`src/rtl/i_mem_loader.sv`:
```
// ---------------------------------------------------------------------------
// i_mem_loader
//
// Loads a program into an instruction memory from a byte stream while
// holding the CPU core stalled.
//
// Stream format: N (16-bit word count, little-endian: low byte then high byte),
// then N * 4 instruction bytes. Each word is little-endian and is written to
// word address 0, 1, ... N-1. With I_MEM_LOADER_CSUM_EN defined, one trailing
// byte follows. It must equal the modulo-256 sum of all data bytes.
//
// Optional feature macro: I_MEM_LOADER_CSUM_EN
//
// Ports
//   clock        : single clock, rising edge
//   reset        : asynchronous active-high reset
//   start        : single-cycle request to begin a load (IDLE/DONE/ERR only)
//   in_valid     : byte-stream valid
//   in_data      : byte-stream data
//   in_ready     : loader can accept a byte (LEN0/LEN1/DATA/CSUM)
//   writeEnable  : one-cycle instruction memory write strobe
//   writeAddress : instruction memory word address
//   writeData    : instruction word
//   cpu_hold     : stalls the core while a load is in progress
//   done         : load completed; held until the next start
//   error        : load aborted; held until the next start
// ---------------------------------------------------------------------------
module i_mem_loader #(
    parameter int DATA_WIDTH = 32,
    parameter int ADDR_WIDTH = 12
) (
    input  logic                  clock,
    input  logic                  reset,
    input  logic                  start,
    input  logic                  in_valid,
    input  logic [7:0]            in_data,
    output logic                  in_ready,
    output logic                  writeEnable,
    output logic [ADDR_WIDTH-1:0] writeAddress,
    output logic [DATA_WIDTH-1:0] writeData,
    output logic                  cpu_hold,
    output logic                  done,
    output logic                  error
);

    localparam logic [2:0] S_IDLE = 3'd0;
    localparam logic [2:0] S_LEN0 = 3'd1;
    localparam logic [2:0] S_LEN1 = 3'd2;
    localparam logic [2:0] S_DATA = 3'd3;
    localparam logic [2:0] S_CSUM = 3'd4;
    localparam logic [2:0] S_DONE = 3'd5;
    localparam logic [2:0] S_ERR  = 3'd6;

    // Largest legal word count: the whole write-port address space.
    localparam logic [32:0] MAX_WORDS = 33'd1 << ADDR_WIDTH;

    // State reached once the last data word (or an empty image) is taken.
`ifdef I_MEM_LOADER_CSUM_EN
    localparam logic [2:0] S_AFTER_DATA = S_CSUM;
`else
    localparam logic [2:0] S_AFTER_DATA = S_DONE;
`endif

    logic [2:0]            state_q,    state_d;
    logic [7:0]            len_lo_q,   len_lo_d;
    logic [15:0]           len_q,      len_d;
    logic [15:0]           word_cnt_q, word_cnt_d;
    logic [1:0]            byte_idx_q, byte_idx_d;
    logic [DATA_WIDTH-1:0] word_buf_q, word_buf_d;
    logic                  we_q,       we_d;
    logic [ADDR_WIDTH-1:0] waddr_q,    waddr_d;
    logic [DATA_WIDTH-1:0] wdata_q,    wdata_d;
`ifdef I_MEM_LOADER_CSUM_EN
    logic [7:0]            sum_q,      sum_d;
`endif

    logic                  accept;
    logic [15:0]           len_full;
    logic [DATA_WIDTH-1:0] assembled;

    // Handshake and status are pure decodes of the state register, so an
    // asynchronous reset clears them in the same cycle.
    always_comb begin
        in_ready = (state_q == S_LEN0) || (state_q == S_LEN1) ||
                   (state_q == S_DATA) || (state_q == S_CSUM);
        cpu_hold = in_ready;
        done     = (state_q == S_DONE);
        error    = (state_q == S_ERR);
    end

    assign accept       = in_valid && in_ready;
    assign len_full     = {in_data, len_lo_q};
    assign writeEnable  = we_q;
    assign writeAddress = waddr_q;
    assign writeData    = wdata_q;

    always_comb begin
        assembled = word_buf_q;
        assembled[{byte_idx_q, 3'b000} +: 8] = in_data;
    end

    always_comb begin
        state_d    = state_q;
        len_lo_d   = len_lo_q;
        len_d      = len_q;
        word_cnt_d = word_cnt_q;
        byte_idx_d = byte_idx_q;
        word_buf_d = word_buf_q;
        we_d       = 1'b0;
        waddr_d    = waddr_q;
        wdata_d    = wdata_q;
`ifdef I_MEM_LOADER_CSUM_EN
        sum_d      = sum_q;
`endif
        case (state_q)
            S_IDLE, S_DONE, S_ERR: begin
                if (start) begin
                    state_d    = S_LEN0;
                    word_cnt_d = '0;
                    byte_idx_d = '0;
                    word_buf_d = '0;
`ifdef I_MEM_LOADER_CSUM_EN
                    sum_d      = '0;
`endif
                end
            end
            S_LEN0: begin
                if (accept) begin
                    len_lo_d = in_data;
                    state_d  = S_LEN1;
                end
            end
            S_LEN1: begin
                if (accept) begin
                    len_d = len_full;
                    if ({17'd0, len_full} > MAX_WORDS) begin
                        state_d = S_ERR;
                    end else if (len_full == 16'd0) begin
                        state_d = S_AFTER_DATA;
                    end else begin
                        state_d = S_DATA;
                    end
                end
            end
            S_DATA: begin
                if (accept) begin
                    word_buf_d = assembled;
                    byte_idx_d = byte_idx_q + 2'd1;
`ifdef I_MEM_LOADER_CSUM_EN
                    sum_d      = sum_q + in_data;
`endif
                    // Fourth byte completes the word: strobe it out next cycle.
                    if (byte_idx_q == 2'd3) begin
                        we_d       = 1'b1;
                        wdata_d    = assembled;
                        waddr_d    = ADDR_WIDTH'(word_cnt_q);
                        word_cnt_d = word_cnt_q + 16'd1;
                        word_buf_d = '0;
                        if ((word_cnt_q + 16'd1) == len_q) begin
                            state_d = S_AFTER_DATA;
                        end
                    end
                end
            end
            S_CSUM: begin
`ifdef I_MEM_LOADER_CSUM_EN
                if (accept) begin
                    state_d = (in_data == sum_q) ? S_DONE : S_ERR;
                end
`else
                state_d = S_ERR;
`endif
            end
            default: state_d = S_IDLE;
        endcase
    end

    always_ff @(posedge clock or posedge reset) begin
        if (reset) begin
            state_q    <= S_IDLE;
            len_lo_q   <= '0;
            len_q      <= '0;
            word_cnt_q <= '0;
            byte_idx_q <= '0;
            word_buf_q <= '0;
            we_q       <= 1'b0;
            waddr_q    <= '0;
            wdata_q    <= '0;
`ifdef I_MEM_LOADER_CSUM_EN
            sum_q      <= '0;
`endif
        end else begin
            state_q    <= state_d;
            len_lo_q   <= len_lo_d;
            len_q      <= len_d;
            word_cnt_q <= word_cnt_d;
            byte_idx_q <= byte_idx_d;
            word_buf_q <= word_buf_d;
            we_q       <= we_d;
            waddr_q    <= waddr_d;
            wdata_q    <= wdata_d;
`ifdef I_MEM_LOADER_CSUM_EN
            sum_q      <= sum_d;
`endif
        end
    end

endmodule

```
`config.mk`:
```
export PLATFORM = sky130hd
export DESIGN_NAME = i_mem_loader
export DESIGN_NICKNAME = d
export VERILOG_FILES = /design/src/rtl/i_mem_loader.sv
export SDC_FILE = /design/constraint.sdc
export NUM_CORES = 1
export LEC_CHECK = 0
export ABC_AREA = 1
export CORE_UTILIZATION = 37
export CTS_CLUSTER_DIAMETER = 120
export DETAILED_ROUTE_END_ITERATION = 8
export PLACE_DENSITY_LB_ADDON = 0.15
export SLEW_MARGIN = 20
export SYNTH_ARGS = -nofsm -noshare
export SYNTH_HDL_FRONTEND = slang
export SYNTH_SLANG_ARGS = --single-unit
export TNS_END_PERCENT = 10
```
`constraint.sdc`:
```
create_clock -name clock -period 4.61 [get_ports clock]
set_clock_uncertainty 0.05 [all_clocks]
set_input_delay 0.922 -clock clock [delete_from_list [all_inputs] [get_ports clock]]
set_output_delay 0.922 -clock clock [all_outputs]
set_load 0.05 [all_outputs]
```
======== Word level (Yosys, flattened, before mapping) ========
Cells that the tools add are included.
word-level totals
  register bits after elaboration ......... 122
  bits of input ports ..................... 12
  word-level logic and storage cells ...... 67
cells by class
  $add $sub $neg .......................... 3
  magnitude comparators ................... 1
  equality and inequality tests ........... 14
  shift-type cells ........................ 2
  mux-type cells .......................... 24
  reductions and logical operators ........ 14
operators by type and width
  operator                                                         number
  two-way mux 32 bit                                               3
  one-hot mux 32 bit (2 select lines)                              1
  two-way mux 16 bit                                               3
  bitwise mux 32 bit                                               1
  one-hot mux 16 bit (2 select lines)                              1
  variable shift 8 x 7 -> 32 bit, first input constant             1
  indexed part select 8 x 7 -> 32 bit                              1
  two-way mux 3 bit                                                8
  adder 16 x 1 -> 16 bit, second input constant                    1
  == test 16 bit                                                   1
  greater-than comparator 16 x 13 -> 1 bit, second input constant  1
  zero test 16 bit                                                 1
  one-hot mux 3 bit (5 select lines)                               1
  == test 3 bit, second input constant                             3
  != test 2 bit, second input constant                             4
  negation 5 -> 7 bit                                              1
  == test 3 x 2 -> 1 bit, second input constant                    2
  AND reduction 3 bit                                              2
  AND reduction 6 bit                                              1
  two-way mux 2 bit                                                2
  != test 2 x 1 -> 1 bit, second input constant                    2
  one-hot mux 2 bit (2 select lines)                               1
  AND reduction 2 bit                                              2
  AND reduction 4 bit                                              1
  9 further kinds                                                  13

======== Depth between registers and ports, before layout ========
Gate-level depths: netlist of the first run.
  word-level depth ........................ 7
  gate-level depth with buffers ........... 16

======== Worst setup path before layout of the first run ========
OpenSTA, ideal clock, no wires.
  path type ............................... register -> output
  start point ............................. register state_q[0]
  end point ............................... output port in_ready
  arrival time ............................ 1.470 ns
  data required time ...................... 3.638 ns
  slack ................................... 2.168 ns
  stages on the path, launching flop included .. 8
  path buffers ............................ 1
  path through ............................ dfrtp_1 > inv_1 > nor2_2 > nand2_1 > nand2_1 > inv_1 > nand3_1 > buf_4
between the ends
  cells in the longest elaborated chain, start to end .. 4
RTL lines
  element                                                           RTL line  source
  from (decl)                                                       64        logic [2:0] state_q, state_d;
  from (signal assigned)                                            193       state_q <= state_d;
  == test 3 x 1 -> 1 bit or == test 3 x 2 -> 1 bit (tied branches)  84        in_ready = (state_q == S_LEN0) || (state_q == S_LEN1) ||
  logical OR 1 bit (2 in a row)                                     84
  logical OR 1 bit (*)                                              85        (state_q == S_DATA) || (state_q == S_CSUM);
  to (decl)                                                         37        output logic in_ready,
Mark *: on every way between the ends. The rest lies on a longest branch, timed or not.

======== Worst setup path after layout of the first run ========
  start point ............................. register state_q[2]
  end point ............................... output port in_ready
The elaborated chain is that of the path after synthesis.

==> results of run 1 <==
## final timing paths
kind | start | to | depth (start not counted) | slack (ns)
min in group asynchronous | reset | writeEnable | 2 | 1.00
setup / recovery | state_q[2] | in_ready | 6 | 1.51
hold / removal | writeAddress[9] | writeAddress[9] | 2 | 0.43
setup reg to reg | word_cnt_q[0] | state_q[1] | 14 | 2.41
hold reg to reg | writeAddress[9] | writeAddress[9] | 2 | 0.43
max in group asynchronous | reset | state_q[0] | 3 | 2.59
## logic make-up (layout without fill, tap and decap cells)
kind of cell / Yosys count / after routing / synth area share [%]
AOI/OAI and AO/OA: 117 / 117 / 10.83
buffers and inverters: 119 / 185 / 8.070
adders and majority gates: 7 / 7 / 1.475
xor gates and xnor gates: 4 / 4 / 0.8218
muxes: 5 / 5 / 0.9481
DFF: 122 / 122 / 51.41
and+or+nand+nor: 357 / 357 / 26.44
## per-layer routing
| metal | GRT usage [%] | up-vias | wire length (um) |
|---|---|---|---|
| met5 | 0 | - | 0 |
| met4 | 7.889 | 0 | 248 |
| met3 | 4.449 | 18 | 594 |
| met2 | 30.87 | 127 | 6996 |
| met1 | 24.99 | 2425 | 6954 |
| li1 | - | 2494 | - |
## where the power goes
group          leakage [nW]  internal (mW)  total, mW  switching, mW
Combinational          1.42          0.311      0.986          0.675
Sequential             1.67           1.21       1.32          0.112
Clock                 0.247          0.732       1.22          0.483
## stage by stage
stage | total power, mW | cell area [um^2] | hold WS (ns)
2_1_floorplan | 2.054 | 5938 | 0.4030
3_3_place_gp | 2.254 | 6700 | 0.4161
3_5_place_dp | 2.289 | 6706 | 0.4146
4_1_cts | 3.514 | 7243 | 0.4307
5_1_grt | 3.713 | 7263 | 0.4523
6_report | 3.521 | 7263 | 0.4303
## tightest hold or removal path, cell delays in order (launching register included)
cell     delay, ns
dfrtp_1       0.34
nand2_1       0.05
o21ai_0       0.06
## registers in the layout, indices dropped and copies added (netlist names)
signal        count
byte_idx_q        2
len_lo_q          8
len_q            16
state_q           3
word_buf_q       32
word_cnt_q       16
writeAddress     12
writeData        32
writeEnable       1
## cells in the final DEF (no fill, tap or decap), types with 7 or more instances in the layout
master and count:
nor2_2 7, ha_1 7, clkdlybuf4s50_1 60, o22ai_1 41, nand2_1 225, clkbuf_16 17, nor2_1 17, nand4_1 9
o21ai_0 68, dfrtp_1 122, inv_1 83, nand3_1 75
## layout make-up
| class | count | share of cell area (%) |
|---|---|---|
| flip-flops and latches | 122 | 42.03 |
| well taps | 211 | 3.635 |
| clock inverters | 12 | 1.430 |
| clock buffers | 19 | 5.960 |
| repair buffers | 65 | 8.958 |
| inverters | 89 | 4.634 |
| multi-input cells | 490 | 33.35 |
==> impl_metrics.yaml, run 1 <==
yosys:
  synth.most_common_cell: "nand2_1"
  synth_area_leaders: "dfrtp_1 (51%), nand2_1 (14%), nand3_1 (6.4%)"
  ys.flop_type: "dfrtp_1"
  synth_edf_count: 0
  yosys-top-cells-count: "nand2_1 (225), dfrtp_1 (122), inv_1 (84)"
  synth_cells: 731
  synth_seq_cells: 122
  synth-async-reset-ratio_pct: 100.0
  ys_types: 32
  syn_nets: 750
  synth_top_area_cell: "dfrtp_1"
  yosysWarnings: 0
  syn_avg_cell_area_um2: 8.123
  synthDominantCellAreaShare_pct: 51.41
  ys_seq_area_share_pct: 51.41
  synth_area_mm2: 0.005938
critical_path:
  crit_buf_inv: 2
  required_ns: 3.64
  worstPathArrival_ns: 2.13
  critPathLaunchType: "flip-flop"
  crit_type: "flip-flop to primary output"
  crit_slowest_cell: "clkdlybuf4s50_1"
  crit_path_end_kind: "primary output"
  path_delay_family: "buffers and inverters"
  worstPathCellList: "nor2_2, nand2_1, nand2_1, inv_1, nand3_1, clkdlybuf4s50_1"
  cp_max_fo: 6
  path_common_cell: "nand2_1"
  max_stage_delay_ns: 0.81
floorplan:
  initial_core_util_pct: 38.49
  core-area_mm2: 0.01543
  ios: 61
  die_w_um: 128.7
  dieHeight_um: 128.7
  die-area_mm2: 0.01656
  rows: 45
placed_design:
  placed_cells_incl_taps: 976
  portBuffers: 60
  dp_hpwl_um: 10190
  gp_congestion: 0.8485
  place_ws_ns: 1.561
timing:
  drv_slew: 0
  setup_slack_ns: 1.511
  setup_viol: 0
  final.min_clock_period_ns: 3.099
  final.setup.tns_ns: 0
  rsz0062_at_grt: "false"
  fin_crit_sh_pct: 67.22
  timing.fmax_ghz: 0.3227
  worst_pin_slew_ns: 0.9244
  slew_headroom_pct: 38.37
  final_hold_viol_count: 0
clocking:
  cts_root_buffer: "clkbuf_16"
  postCtsHoldBufs: 0
  clk_pin_slew_ns: 0.05
  cts_tree: "yes"
  postCtsSetupRepairBufs: 0
  cts.htree.levels: 4
  clk_latency_ns: 0.42
  cts_sinks: 122
  ctsResizeCount: 0
  cts_buffers: 17
  clk_path_buf_depth: 2
global_routing:
  grt_overflow: 0
  antenna_found_initial: 0
  grt_pass1_wl_um: 24450
  grt_usage_pct: 19.21
  grt_pass1_vias: 4917
  grt_max_degree: 74
final_layout:
  layout-drive-gt1-share_pct: 8.281
  area.growth.synth_to_final_pct: 22.31
  layout.cells.non_filler: 1008
  fin_util_pct: 47.08
  nets: 804
  diodes: 0
  nFillCells: 1542
  seq_area_mm2: 0.003053
  multi_input_area_mm2: 0.002422
power:
  p_leak_nw: 3.334
  vdd_drop_max_mv: 0.2713
  power_density_mw_per_mm2: 484.8
hold_path:
  worstHoldPathType: "flip-flop to flip-flop"
detailed_routing:
  viasPerCell: 5.024
  ant_nets: 0
  drt_iter0_drc: 424
  wl_per_cell_um: 14.68
  wirelength_um: 14790
  route.detailed.drc: 0
  dr.pass1.iters: 5
  via_count: 5064
run_status:
  status: "completed"
job:
  max_cap_violations: 0
Power figures use the tool's default switching activity.
==> run 2: changes to the inputs <==
==> constraint.sdc (replaced) <==
create_clock -name clock -period 3.1 [get_ports clock]
set_clock_uncertainty 0.05 [all_clocks]
set_input_delay 0.62 -clock clock [delete_from_list [all_inputs] [get_ports clock]]
set_output_delay 0.62 -clock clock [all_outputs]
set_load 0.05 [all_outputs]
==> impl_metrics.yaml, run 2 (synthesized netlist as in run 1, its figures left out) <==
run_status:
  status: "completed"
detailed_routing:
  wl_per_cell_um: 14.88
  dr.pass1.iters: 5
  wirelength_um: 15040
  ant_nets: 0
  route.detailed.drc: 0
  drt_iter0_drc: 332
  viasPerCell: 5.059
  via_count: 5115
floorplan:
  die-area_mm2: 0.01656
  ios: 61
  rows: 45
  initial_core_util_pct: 38.49
  die_w_um: 128.7
  dieHeight_um: 128.7
  core-area_mm2: 0.01543
placed_design:
  gp_congestion: 0.8533
  place_ws_ns: 0.6875
  portBuffers: 60
  placed_cell_area_mm2: 0.006771
  dp_hpwl_um: 10600
clocking:
  cts.htree.levels: 4
  postCtsHoldBufs: 0
  cts_sinks: 122
  cts_root_buffer: "clkbuf_16"
  postCtsSetupRepairBufs: 0
  cts_buffers: 17
  cts_tree: "yes"
  clk_latency_ns: 0.42
  clk_pin_slew_ns: 0.05
  ctsResizeCount: 0
  clk_path_buf_depth: 2
hold_path:
  worstHoldPathType: "flip-flop to flip-flop"
critical_path:
  path_common_cell: "nand2_1"
  max_stage_delay_ns: 0.82
  worstPathArrival_ns: 2.21
  required_ns: 2.43
  crit_slowest_cell: "clkdlybuf4s50_1"
  cp_max_fo: 6
  crit_type: "flip-flop to primary output"
  crit_path_end_kind: "primary output"
  critPathLaunchType: "flip-flop"
  worstPathCellList: "nor2_2, nand2_1, nand2_1, inv_1, nand3_1, clkdlybuf4s50_1"
global_routing:
  grt_usage_pct: 19.94
  grt_max_degree: 69
  grt_overflow: 0
  grt_use_met3_pct: 4.158
  antenna_found_initial: 0
  gr-max-usage-layer: "met2"
  use_met2_pct: 31.70
  met1_usage_pct: 26.76
  grt_pass1_wl_um: 25790
  grt_pass1_vias: 5174
final_layout:
  diodes: 0
  layout-drive-gt1-share_pct: 8.750
  area.growth.synth_to_final_pct: 23.98
  final_common_cell: "nand2_1"
  nets: 809
  final_cell_mix: "nand2_1 (225), dfrtp_1 (122), inv_1 (83), nand3_1 (75), o21ai_0 (68)"
  postLayoutCellArea_mm2: 0.007362
timing:
  final.min_clock_period_ns: 2.881
  final_hold_viol_count: 0
  rsz0062_at_grt: "false"
  worst_pin_slew_ns: 0.7421
  slew_headroom_pct: 50.46
  fin_crit_sh_pct: 92.94
  drv_slew: 0
  setup_viol: 0
  final.setup.tns_ns: 0
  setup_slack_ns: 0.2189
  timing.fmax_ghz: 0.3471
power:
  p_leak_nw: 3.397
  power_density_mw_per_mm2: 736.6
  vdd_drop_max_mv: 0.3991
job:
  max_cap_violations: 0
run 2: cell count changes in the layout (fill, tap and decap cells not counted), sizes merged:
| cell | change |
|---|---|
| inv | -1 |
| clkbuf | +2 |
| clkinv | -2 |
| clkinvlp | -3 |
| buf | +5 |
| bufinv | +2 |
run 2: layer usage:
metal	part of all wire [%]	routed length (um)
met1	48	7149
met2	46	6931
met3	4.4	661
met4	2.0	298
met5	0	0
run 2: worst paths after layout:
path                                  from  slack (ns)  cells past startpoint              end
min                        writeAddress[8]        0.43                      2  writeAddress[8]
min reg2reg                writeAddress[8]        0.43                      2  writeAddress[8]
max in group asynchronous            reset        1.84                      3   word_cnt_q[11]
max                             state_q[2]        0.22                      6         in_ready
max reg2reg                  word_cnt_q[0]        0.85                     14       state_q[2]
min in group asynchronous            reset        0.50                      2    writeData[30]
run 2: stage by stage:
| step | total power, mW | hold slack (ns) | util, % | cells |
|---|---|---|---|---|
| 2_1_floorplan | 3.055 | 0.4030 | - | 731 |
| 6_report | 5.423 | 0.4260 | 47.72 | 1011 |
| 4_1_cts | 5.467 | 0.4349 | 47.72 | 1011 |
| 5_1_grt | 5.734 | 0.4580 | 47.72 | 1011 |
| 3_5_place_dp | 3.445 | 0.4149 | 43.89 | 982 |
| 3_3_place_gp | 3.403 | 0.4168 | 43.89 | 982 |
run 2: layout make-up:
type                       count  area, um^2
clock buffer                  21       470.5
clock inverter                 8       120.1
fill                        1502        8065
inverter                      89       337.8
multi-input combinational    490        2416
sequential                   122        3053
tap                          211       264.0
timing repair buffer          70       700.7
run 2: critical path: cells and delay by family, from the launching register on:
family                 cells  cell delay [ns]
buffers and inverters      2             0.88
DFF                        1             0.44
and+or+nand+nor            4             0.48
run 2: power by group:
part / internal [mW] / switching [mW]
Combinational: 0.447 / 1.02
Clock: 1.31 / 0.689
Sequential: 1.80 / 0.163
